$ cat src/rtl/dwt_haar_mac_if.sv
// Sequencer <-> Haar MAC bus: pixel-pair request side plus coefficient/status return side.
interface dwt_haar_mac_if #(
    parameter int WIDTH = 256
);
    localparam int PW = $clog2(WIDTH);

    logic [15:0]   i_mac;
    logic          i_mac_valid;
    logic          i_mac_mode;
    logic [PW-1:0] i_mac_row_column_pointer;
    logic [PW-1:0] i_mac_pixel_pointer;

    logic [15:0]   o_mac;
    logic          o_mac_valid;
    logic          o_mac_mode;
    logic [PW-1:0] o_mac_row_column_pointer;
    logic [PW-1:0] o_mac_pixel_pointer;
    logic          o_pass_done;
    logic [2:0]    o_level;
    logic          o_all_done;
    logic          o_seq_err;

    modport master (
        output i_mac, i_mac_valid, i_mac_mode, i_mac_row_column_pointer, i_mac_pixel_pointer,
        input  o_mac, o_mac_valid, o_mac_mode, o_mac_row_column_pointer, o_mac_pixel_pointer,
        input  o_pass_done, o_level, o_all_done, o_seq_err
    );

    modport slave (
        input  i_mac, i_mac_valid, i_mac_mode, i_mac_row_column_pointer, i_mac_pixel_pointer,
        output o_mac, o_mac_valid, o_mac_mode, o_mac_row_column_pointer, o_mac_pixel_pointer,
        output o_pass_done, o_level, o_all_done, o_seq_err
    );
endinterface

$ cat src/rtl/dwt_haar_mac.sv
// 3-stage Haar lifting responder with row/column pass sequencing and level tracking.
// Define DWT_MAC_ROUND_EN for rounded coefficients with detail saturation; default truncates.
module dwt_haar_mac #(
    parameter int HEIGHT              = 256,
    parameter int WIDTH               = 256,
    parameter int DECOMPOSITION_LEVEL = 1
) (
    input logic           clk,
    input logic           rst,
    dwt_haar_mac_if.slave bus
);
    localparam int PW     = $clog2(WIDTH);
    localparam int DATA_W = 8;
    localparam int COEF_W = 8;

    typedef enum logic [1:0] {ST_ROW, ST_COL, ST_DONE} state_t;

`ifdef DWT_MAC_ROUND_EN
    function automatic logic [COEF_W-1:0] f_approx(input logic [DATA_W:0] sum);
        return COEF_W'(({1'b0, sum} + 10'd1) >> 1);
    endfunction

    function automatic logic [COEF_W-1:0] f_detail(input logic signed [DATA_W+1:0] diff);
        logic signed [DATA_W+2:0] t;
        t = ($signed({diff[DATA_W+1], diff}) + 11'sd1) >>> 1;
        t = t + 11'sd128;
        return (t > 11'sd255) ? {COEF_W{1'b1}} : COEF_W'(t);
    endfunction
`else
    function automatic logic [COEF_W-1:0] f_approx(input logic [DATA_W:0] sum);
        return COEF_W'(sum >> 1);
    endfunction

    function automatic logic [COEF_W-1:0] f_detail(input logic signed [DATA_W+1:0] diff);
        return COEF_W'((diff >>> 1) + 10'sd128);
    endfunction
`endif

    state_t          r_state, w_next_state;
    logic [2:0]      r_div_sh;
    logic [2:0]      r_lvl_in;
    logic [PW-1:0]   r_exp_pix, r_exp_rc;
    logic            r_seq_err;

    logic            w_exp_mode, w_active;
    logic [31:0]     w_len, w_lines;
    logic            w_line_end, w_pass_end, w_in_err;
    logic [2:0]      w_lvl_next;

    assign w_lvl_next = r_lvl_in + 3'd1;
    assign w_line_end = ({{(32-PW){1'b0}}, bus.i_mac_pixel_pointer} == (w_len - 32'd2));
    assign w_pass_end = w_active && w_line_end &&
                        ({{(32-PW){1'b0}}, bus.i_mac_row_column_pointer} == (w_lines - 32'd1));
    assign w_in_err   = bus.i_mac_valid &&
                        (!w_active || (bus.i_mac_mode != w_exp_mode) ||
                         (bus.i_mac_pixel_pointer != r_exp_pix) ||
                         (bus.i_mac_row_column_pointer != r_exp_rc));

    always_ff @(posedge clk or posedge rst) begin
        if (rst) r_state <= ST_ROW;
        else     r_state <= w_next_state;
    end

    always_comb begin
        w_next_state = r_state;
        if (bus.i_mac_valid && w_pass_end) begin
            case (r_state)
                ST_ROW:  w_next_state = ST_COL;
                ST_COL:  w_next_state = (w_lvl_next == 3'(DECOMPOSITION_LEVEL)) ? ST_DONE : ST_ROW;
                default: w_next_state = r_state;
            endcase
        end
    end

    // Line geometry shrinks by div (a power of two) once per completed level.
    always_comb begin
        w_exp_mode = 1'b0;
        w_active   = 1'b1;
        w_len      = 32'(WIDTH) >> r_div_sh;
        w_lines    = 32'(HEIGHT) >> r_div_sh;
        case (r_state)
            ST_COL: begin
                w_exp_mode = 1'b1;
                w_len      = 32'(HEIGHT) >> r_div_sh;
                w_lines    = 32'(WIDTH) >> r_div_sh;
            end
            ST_DONE: w_active = 1'b0;
            default: ;
        endcase
    end

    // Expected counters follow the received pointers so one slip is flagged only once.
    always_ff @(posedge clk or posedge rst) begin
        if (rst) begin
            r_exp_pix <= '0;
            r_exp_rc  <= '0;
            r_div_sh  <= '0;
            r_lvl_in  <= '0;
            r_seq_err <= 1'b0;
        end else begin
            if (w_in_err) r_seq_err <= 1'b1;
            if (bus.i_mac_valid && w_active) begin
                if (w_pass_end) begin
                    r_exp_pix <= '0;
                    r_exp_rc  <= '0;
                    if (r_state == ST_COL) begin
                        r_div_sh <= r_div_sh + 3'd1;
                        r_lvl_in <= w_lvl_next;
                    end
                end else if (w_line_end) begin
                    r_exp_pix <= '0;
                    r_exp_rc  <= bus.i_mac_row_column_pointer + PW'(1);
                end else begin
                    r_exp_pix <= bus.i_mac_pixel_pointer + PW'(2);
                    r_exp_rc  <= bus.i_mac_row_column_pointer;
                end
            end
        end
    end

    // S1: capture pair and tags
    logic                    r_vld_p0, r_mode_p0, r_last_p0, r_fin_p0;
    logic [PW-1:0]           r_rc_p0, r_pix_p0;
    logic [DATA_W-1:0]       r_a_p0, r_b_p0;
    // S2: sum / difference
    logic                    r_vld_p1, r_mode_p1, r_last_p1, r_fin_p1;
    logic [PW-1:0]           r_rc_p1, r_pix_p1;
    logic [DATA_W:0]         r_sum_p1;
    logic signed [DATA_W+1:0] r_diff_p1;
    // S3: coefficients and outputs
    logic                    r_vld_p2, r_mode_p2, r_pd_p2, r_all_done;
    logic [PW-1:0]           r_rc_p2, r_pix_p2;
    logic [15:0]             r_mac_p2;
    logic [2:0]              r_level;

    always_ff @(posedge clk or posedge rst) begin
        if (rst) begin
            r_vld_p0   <= 1'b0;
            r_mode_p0  <= 1'b0;
            r_last_p0  <= 1'b0;
            r_fin_p0   <= 1'b0;
            r_rc_p0    <= '0;
            r_pix_p0   <= '0;
            r_vld_p1   <= 1'b0;
            r_mode_p1  <= 1'b0;
            r_last_p1  <= 1'b0;
            r_fin_p1   <= 1'b0;
            r_rc_p1    <= '0;
            r_pix_p1   <= '0;
            r_vld_p2   <= 1'b0;
            r_mode_p2  <= 1'b0;
            r_pd_p2    <= 1'b0;
            r_rc_p2    <= '0;
            r_pix_p2   <= '0;
            r_mac_p2   <= '0;
            r_level    <= '0;
            r_all_done <= 1'b0;
        end else begin
            r_vld_p0 <= bus.i_mac_valid;
            if (bus.i_mac_valid) begin
                r_mode_p0 <= bus.i_mac_mode;
                r_rc_p0   <= bus.i_mac_row_column_pointer;
                r_pix_p0  <= bus.i_mac_pixel_pointer;
                r_last_p0 <= w_pass_end;
                r_fin_p0  <= w_pass_end && (r_state == ST_COL);
            end
            r_vld_p1 <= r_vld_p0;
            if (r_vld_p0) begin
                r_mode_p1 <= r_mode_p0;
                r_rc_p1   <= r_rc_p0;
                r_pix_p1  <= r_pix_p0;
                r_last_p1 <= r_last_p0;
                r_fin_p1  <= r_fin_p0;
            end
            r_vld_p2 <= r_vld_p1;
            r_pd_p2  <= r_vld_p1 && r_last_p1;
            if (r_vld_p1) begin
                r_mode_p2 <= r_mode_p1;
                r_rc_p2   <= r_rc_p1;
                r_pix_p2  <= r_pix_p1;
                r_mac_p2  <= {f_approx(r_sum_p1), f_detail(r_diff_p1)};
                if (r_fin_p1) begin
                    r_level <= r_level + 3'd1;
                    if ((r_level + 3'd1) == 3'(DECOMPOSITION_LEVEL)) r_all_done <= 1'b1;
                end
            end
        end
    end

    always_ff @(posedge clk) begin
        if (bus.i_mac_valid) begin
            r_a_p0 <= bus.i_mac[15:8];
            r_b_p0 <= bus.i_mac[7:0];
        end
        if (r_vld_p0) begin
            r_sum_p1  <= {1'b0, r_a_p0} + {1'b0, r_b_p0};
            r_diff_p1 <= $signed({2'b00, r_a_p0}) - $signed({2'b00, r_b_p0});
        end
    end

    assign bus.o_mac                    = r_mac_p2;
    assign bus.o_mac_valid              = r_vld_p2;
    assign bus.o_mac_mode               = r_mode_p2;
    assign bus.o_mac_row_column_pointer = r_rc_p2;
    assign bus.o_mac_pixel_pointer      = r_pix_p2;
    assign bus.o_pass_done              = r_pd_p2;
    assign bus.o_level                  = r_level;
    assign bus.o_all_done               = r_all_done;
    assign bus.o_seq_err                = r_seq_err;
endmodule
$ cat src/flat_wrapper.sv
// flat-port wrapper written by rule: the top's interface ports become plain ports
module dwt_haar_mac_flat 
#(
    parameter int HEIGHT              = 256,
    parameter int WIDTH               = 256,
    parameter int DECOMPOSITION_LEVEL = 1
)
  (clk, rst, bus_i_mac, bus_i_mac_valid, bus_i_mac_mode, bus_i_mac_row_column_pointer, bus_i_mac_pixel_pointer, bus_o_mac, bus_o_mac_valid, bus_o_mac_mode, bus_o_mac_row_column_pointer, bus_o_mac_pixel_pointer, bus_o_pass_done, bus_o_level, bus_o_all_done, bus_o_seq_err);
  dwt_haar_mac_if #(.WIDTH(WIDTH)) bus_i ();
  input logic clk;
  input logic rst;
  input wire logic [$bits(bus_i.i_mac)-1:0] bus_i_mac;
  input wire logic [$bits(bus_i.i_mac_valid)-1:0] bus_i_mac_valid;
  input wire logic [$bits(bus_i.i_mac_mode)-1:0] bus_i_mac_mode;
  input wire logic [$bits(bus_i.i_mac_row_column_pointer)-1:0] bus_i_mac_row_column_pointer;
  input wire logic [$bits(bus_i.i_mac_pixel_pointer)-1:0] bus_i_mac_pixel_pointer;
  output wire logic [$bits(bus_i.o_mac)-1:0] bus_o_mac;
  output wire logic [$bits(bus_i.o_mac_valid)-1:0] bus_o_mac_valid;
  output wire logic [$bits(bus_i.o_mac_mode)-1:0] bus_o_mac_mode;
  output wire logic [$bits(bus_i.o_mac_row_column_pointer)-1:0] bus_o_mac_row_column_pointer;
  output wire logic [$bits(bus_i.o_mac_pixel_pointer)-1:0] bus_o_mac_pixel_pointer;
  output wire logic [$bits(bus_i.o_pass_done)-1:0] bus_o_pass_done;
  output wire logic [$bits(bus_i.o_level)-1:0] bus_o_level;
  output wire logic [$bits(bus_i.o_all_done)-1:0] bus_o_all_done;
  output wire logic [$bits(bus_i.o_seq_err)-1:0] bus_o_seq_err;
  assign bus_i.i_mac = bus_i_mac;
  assign bus_i.i_mac_valid = bus_i_mac_valid;
  assign bus_i.i_mac_mode = bus_i_mac_mode;
  assign bus_i.i_mac_row_column_pointer = bus_i_mac_row_column_pointer;
  assign bus_i.i_mac_pixel_pointer = bus_i_mac_pixel_pointer;
  assign bus_o_mac = bus_i.o_mac;
  assign bus_o_mac_valid = bus_i.o_mac_valid;
  assign bus_o_mac_mode = bus_i.o_mac_mode;
  assign bus_o_mac_row_column_pointer = bus_i.o_mac_row_column_pointer;
  assign bus_o_mac_pixel_pointer = bus_i.o_mac_pixel_pointer;
  assign bus_o_pass_done = bus_i.o_pass_done;
  assign bus_o_level = bus_i.o_level;
  assign bus_o_all_done = bus_i.o_all_done;
  assign bus_o_seq_err = bus_i.o_seq_err;
  dwt_haar_mac #(.HEIGHT(HEIGHT), .WIDTH(WIDTH), .DECOMPOSITION_LEVEL(DECOMPOSITION_LEVEL)) u_core (.clk(clk), .rst(rst), .bus(bus_i));
endmodule
$ cat config.mk
export PLATFORM = sky130hd
export DESIGN_NAME = dwt_haar_mac_flat
export DESIGN_NICKNAME = d
export VERILOG_FILES = /design/src/rtl/dwt_haar_mac_if.sv /design/src/rtl/dwt_haar_mac.sv /design/src/flat_wrapper.sv
export SDC_FILE = /design/constraint.sdc
export NUM_CORES = 1
export LEC_CHECK = 0
export ABC_AREA = 1
export CORE_MARGIN = 10
export CORE_UTILIZATION = 40
export CTS_BUF_LIST = sky130_fd_sc_hd__clkbuf_16
export DETAILED_ROUTE_END_ITERATION = 8
export PLACE_DENSITY = 0.59
export RECOVER_POWER = 25
export SYNTH_ARGS = -nofsm -noshare
export SYNTH_HDL_FRONTEND = slang
export SYNTH_SLANG_ARGS = --single-unit
$ cat constraint.sdc
create_clock -name clk -period 3.4 [get_ports clk]
set_input_delay 0.51 -clock clk [delete_from_list [all_inputs] [get_ports clk]]
set_output_delay 0.51 -clock clk [all_outputs]
set_load 0.01 [all_outputs]
# Word-level counts from Yosys, hierarchy flattened
# Cells that the tools add are included.
[totals]
input_bits = 36
elab_cells = 74
register_bits = 138
out_inout_bits = 40
[op_classes]
n_reduce_logical = 16
n_eq_ne = 9
muxes = 8
add_sub_neg = 10
shift = 1
[ops]
columns = ["operator", "n"]
rows = [
  ["equality test 8 x 32 -> 1 bit", 2],
  ["two-way mux 8 bit", 4],
  [">> shifter 9 x 3 -> 32 bit (first input constant)", 1],
  ["subtractor 32 x 1 -> 32 bit (second input constant)", 1],
  ["subtractor 32 x 2 -> 32 bit (second input constant)", 1],
  ["inequality test 8 bit", 2],
  ["adder 3 x 1 -> 3 bit (second input constant)", 3],
  ["adder 8 x 8 -> 9 bit", 1],
  ["subtractor 8 x 8 -> 9 bit", 1],
  ["adder 8 x 1 -> 8 bit (second input constant)", 1],
  ["adder 8 x 2 -> 8 bit (second input constant)", 1],
  ["adder 8 bit (second input constant)", 1],
  ["logical AND 1 bit", 7],
  ["equality test 3 x 1 -> 1 bit (second input constant)", 2],
  ["AND reduction 3 bit", 2],
  ["one-hot mux 2 bit (2 select lines)", 1],
  ["AND reduction 2 bit", 2],
  ["logical OR 1 bit", 3],
  ["equality test 2 x 1 -> 1 bit (second input constant)", 1],
  ["equality test 2 bit (second input constant)", 1],
  ["zero test 2 bit", 1],
  ["two-way mux 1 bit", 2],
  ["two-way mux 2 bit", 1],
  ["nonzero test 2 bit", 1],
  ["inequality test 1 bit", 1],
]

# Depth between registers and ports, before layout
[depth]
word_depth = 7
mapped_depth = 21
mapped_depth_nobuf = 20

# Worst setup path after synthesis
# No wires, ideal clock.
[synth_timing]
path_kind = "register to register"
start = "reg u_core.r_div_sh[0]"
end = "reg u_core.r_lvl_in[2]"
path_buffers = 0
setup_time_ns = 0.065
setup_slack_ns = 0.920
period_less_slack_ns = 2.480
t_arrival_ns = 2.415
path_stages_with_launch = 19
t_required_ns = 3.335
cell_sequence = "dfrtp_1 -> ha_1 -> ha_1 -> inv_1 -> nand2_1 -> nor2_4 -> nand2_2 -> nor2_1 -> ha_1 -> nand3_1 -> nor2_1 -> nand3_1 -> nor2_1 -> nand3_1 -> nor2_4 -> inv_1 -> nor2_4 -> nand4_1 -> nand2_1"
[synth_via]
elab_chain_cells = 6
elab_cells_between_ends = 8
classes_between = "2 x add/sub; 2 x eq/ne; 1 x shift; 3 x reduce/logical"
[synth_lines]
columns = ["element", "line", "text"]
rows = [
  ["start, declared", "dwt_haar_mac.sv:40", "logic [2:0] r_div_sh;"],
  ["start signal, assigned", "dwt_haar_mac.sv:107", "r_div_sh <= r_div_sh + 3'd1;"],
  [">> shifter 9 x 3 -> 32 bit (*)", "n/a", ""],
  ["subtractor 32 x 2 -> 32 bit", "dwt_haar_mac.sv:51", "assign w_line_end = ({{(32-PW){1'b0}}, bus.i_mac_pixel_pointer} == (w_len - 32'd2));"],
  ["equality test 8 x 32 -> 1 bit", "dwt_haar_mac.sv:51", ""],
  ["logical AND 1 bit", "dwt_haar_mac.sv:52", "assign w_pass_end = w_active && w_line_end &&"],
  ["logical AND 1 bit (*)", "dwt_haar_mac.sv:52", ""],
  ["AND reduction 3 bit (no line) (*)", "n/a", ""],
  ["end signal, assigned", "dwt_haar_mac.sv:108", "r_lvl_in <= w_lvl_next;"],
  ["end, declared", "dwt_haar_mac.sv:41", "logic [2:0] r_lvl_in;"],
]
# Every way passes the cells marked *; elsewhere a longest branch is shown, timed or not.
# A chain may end at the register's enable or synchronous reset.

# Final worst setup path
[layout_timing]
start = "reg u_core.r_div_sh[2]"
end = "reg u_core.r_div_sh[1]"
[layout_via]
elab_chain_cells = 6
elab_cells_between_ends = 8
classes_between = "2 x add/sub; 2 x eq/ne; 1 x shift; 3 x reduce/logical"
[layout_lines]
columns = ["element", "line"]
rows = [
  [">> shifter 9 x 3 -> 32 bit (*)", "n/a"],
  ["subtractor 32 x 2 -> 32 bit", "dwt_haar_mac.sv:51"],
  ["equality test 8 x 32 -> 1 bit", "dwt_haar_mac.sv:51"],
  ["logical AND 1 bit", "dwt_haar_mac.sv:52"],
  ["logical AND 1 bit (*)", "dwt_haar_mac.sv:52"],
  ["AND reduction 3 bit (no line) (*)", "n/a"],
]
# Marks and branches as above.

==> results.toml <==
[cts]
clock_latency_ns = 0.42
htreeDepth = 4
root_buffer = "clkbuf_16"
clock_sinks = 136
cts_resized = 0
hold_buffers = 0
cts_tree = "done"
cts_buffer_depth = 2
clk_pin_slew_ns = 0.06
postCtsSetupBuffers = 0
cts_made_buffers = 17

[final_layout]
final_layout_size_suffix_gt1_share_pct = 8.03
regArea_sq_mm = 0.00356
stdcell_count = 1079
syn_to_final_growth_pct = 22.4
multiInputGateArea_sq_mm = 0.00278
fillers = 1558
final_nets = 912
antenna_cells = 0
utilization_pct = 50.0

[floorplanning]
dieWidth_microns = 150
start_util_pct = 40.8
die_area_sq_mm = 0.0226
num_rows = 47
core_area_sq_mm = 0.0166
io_pins = 76
die_h_microns = 150

[worst_setup_path]
end_kind = "flip-flop"
cp-start-kind = "flip-flop"
worst-setup-path-type = "flip-flop to flip-flop"
worstPathArrival_ns = 3.23
rrSetupSlack_ns = 0.52
cp.required_ns = 3.74
critPathMaxFanout = 10

[logic_synthesis]
yosys_warnings = 0
synth_seq_area_share_pct = 52.4
syn-mean-instance-area_sq_um = 8.87
synth-edff-count = 32
yosys_most_used_dff = "dfrtp_1"
synthCells = 766
syn_nets = 832
syn_area_sq_mm = 0.00679
async_flop_share_pct = 76.5
yosys_register_bits = 136
synthDistinctLibCells = 36

[grt]
grt_pass1_wl_microns = 26100
gr-total-overflow = 0
grt_start_max_net_pins = 56
antenna_found_initial = 0
grt_use_total_pct = 14.5
first_global_vias = 5075

[power]
switchingPower_mw = 1.09
peakVddDrop_mv = 0.343
internal_power_mw = 3.13
seqPwrFrac_pct = 46.3
combPwrFrac_pct = 14.3
swShare_pct = 25.9
pwr-share-clk_pct = 39.3
p_leak_nw = 4.17
power.density_mw_per_mm2 = 508

[sta]
final.setup.tns_ns = 0
finalSetupViolCount = 0
worst_clock_skew_ns = 0.0123
max_freq_mhz = 347
slew_headroom_pct = -38.5
hold_viol = 0
rsz0062_at_grt = "no"
slew_violations = 55
worst_pin_slew_ns = 2.08
fin_crit_ns = 2.88
finalCritPeriodShare_pct = 84.8

[drt]
ant_nets = 0
drtIter0Drc = 371
vias_per_cell = 4.73
dr.pass1.iters = 6
wl_per_cell_microns = 14.5
drt-total-wl_microns = 15700
drcViolationCount = 0
via_count = 5106

[status]
violations = "capacitance limit, slew limit"
status = "finished, violations left"

[flow_run]
drv_cap = 1

[placed_design]
hpwlAfterDp_microns = 11900
io_buffers = 75
place.gp.congestion = 0.915
dpl.cell_count = 1047

[worst_hold_path]
min_path_type = "flip-flop to flip-flop"
-- critical path: stages (launching register included) --
cell and delay (ns):
dfrtp_1 0.61, ha_1 0.31, inv_1 0.11, nand2_1 0.12, nor2_4 0.05, nand2_2 0.06
nor2_1 0.04, ha_1 0.35, nand3_1 0.09, nor2_1 0.12, nand3_1 0.07, nor2_1 0.09
nand3_1 0.11, nor2_4 0.21, inv_1 0.10, nor2_4 0.16, nand4_1 0.10, nand2_1 0.10
-- sequential cells by signal, indices dropped and copies added (netlist names), 3 cells and up --
name and count:
u_core.bus.o_mac_row_column_pointer 8, u_core.r_rc_p1 8, u_core.r_div_sh 3, u_core.r_b_p0 8, u_core.r_sum_p1 8, u_core.r_lvl_in 3, u_core.r_exp_pix 8, u_core.r_pix_p1 8
u_core.r_exp_rc 8, u_core.r_rc_p0 8, u_core.r_diff_p1 8, u_core.r_pix_p0 8, u_core.bus.o_mac 16, u_core.bus.o_mac_pixel_pointer 8, u_core.bus.o_level 3, u_core.r_a_p0 8
-- stage by stage --
step | hold WS (ns) | total power, mW | setup WS [ns] | instance area [sq um]
global route | 0.459 | 4.45 | 0.185 | 8320
floorplan | 0.352 | 2.30 | 0.158 | 6790
CTS | 0.445 | 4.28 | 0.484 | 8330
detailed placement | 0.434 | 2.61 | 0.507 | 7790
finish | 0.443 | 4.22 | 0.518 | 8320
global placement | 0.432 | 2.59 | 0.603 | 7790
-- worst paths after layout --
kind | from | end | depth (start not counted)
worst max-delay path | u_core.r_div_sh[2] | u_core.r_div_sh[1] | 17
worst min-delay path | u_core.r_sum_p1[7] | u_core.bus.o_mac[14] | 2
worst max register to register | u_core.r_div_sh[2] | u_core.r_div_sh[1] | 17
worst min register to register | u_core.r_sum_p1[7] | u_core.bus.o_mac[14] | 2
max in group asynchronous | rst | u_core.bus.o_mac_pixel_pointer[3] | 2
min in group asynchronous | rst | u_core.bus.o_mac[2] | 2
-- per-layer routing --
| metal | wire (microns) | vias to the layer above | global-route usage (%) |
|---|---|---|---|
| li1 | - | 2602 | - |
| met1 | 7370 | 2380 | 19.0 |
| met2 | 7210 | 100 | 22.7 |
| met3 | 752 | 24 | 3.87 |
| met4 | 338 | 0 | 5.10 |
| met5 | 0 | - | 0 |
-- power groups by stage --
stage	logic [mW]	clock network, mW	registers, mW
5_1_grt	0.688	1.78	1.98
3_3_place_gp	0.608	0	1.98
4_1_cts	0.622	1.70	1.96
2_1_floorplan	0.311	0	1.99
3_5_place_dp	0.620	0	1.99
6_report	0.605	1.66	1.96
-- cell usage in the layout (no fill, tap or decap), types with 3 or more instances in the layout --
| master | n |
|---|---|
| xor2_1 | 21 |
| clkbuf_16 | 17 |
| dfrtp_1 | 104 |
| xnor2_1 | 7 |
| nor2_2 | 3 |
| nand3_1 | 45 |
| nand2_4 | 6 |
| clkdlybuf4s50_1 | 57 |
| o21bai_1 | 3 |
| nor3_1 | 4 |
| inv_1 | 96 |
| nand4_1 | 13 |
| o22ai_1 | 5 |
| buf_4 | 3 |
| edfxtp_1 | 32 |
| nand2_1 | 224 |
| nand2_2 | 10 |
| clkinv_2 | 5 |
| o21ai_0 | 48 |
| inv_2 | 3 |
| inv_4 | 3 |
| dlygate4sd3_1 | 17 |
| nor2_1 | 52 |
| a21oi_1 | 21 |
| nor2_8 | 3 |
| ha_1 | 28 |
| nor2_4 | 4 |
-- final cells by class --
class | count | share of cell area [%]
repair buffers | 80 | 9.51
clock inverters | 15 | 1.34
flip-flops and latches | 136 | 42.8
multi-input cells | 513 | 33.4
clock buffers | 17 | 5.11
inverters | 98 | 4.45
well taps | 220 | 3.31
-- synth_stat cells (2+ instances only) --
cell / number / area (sq um)
nand3_2: 2 / 20.0
o21ai_0: 48 / 240
o21ai_1: 2 / 10.0
o21bai_1: 3 / 22.5
xnor2_1: 7 / 61.3
nand2_4: 6 / 67.6
nand4_1: 13 / 81.3
clkbuf_1: 18 / 67.6
inv_2: 3 / 11.3
nand3_1: 45 / 225
nor2_8: 3 / 60.1
xor2_1: 21 / 184
nand2_1: 224 / 841
dfrtp_1: 104 / 2600
ha_1: 28 / 350
fa_1: 2 / 40.0
edfxtp_1: 32 / 961
nor3_1: 4 / 20.0
nor2_4: 4 / 45.0
nor2_2: 3 / 18.8
o22ai_1: 5 / 31.3
mux2_2: 2 / 22.5
inv_1: 94 / 353
nor2_1: 52 / 195
a21oi_1: 21 / 105
nand2_2: 10 / 62.6
-- logic make-up (layout without fill, tap and decap cells) --
family	Yosys count	in the layout	share of synthesized area, %
AO/OA/AOI/OAI	83	83	6.54
XOR/XNOR	28	28	3.61
adder cells (fa/ha/maj)	30	30	5.75
AND/OR/NAND/NOR	370	370	24.7
flip-flops	136	136	52.4
buffers and inverters	117	210	6.61
multiplexers	2	2	0.331
Note: power is estimated with default switching activity, not from simulation.
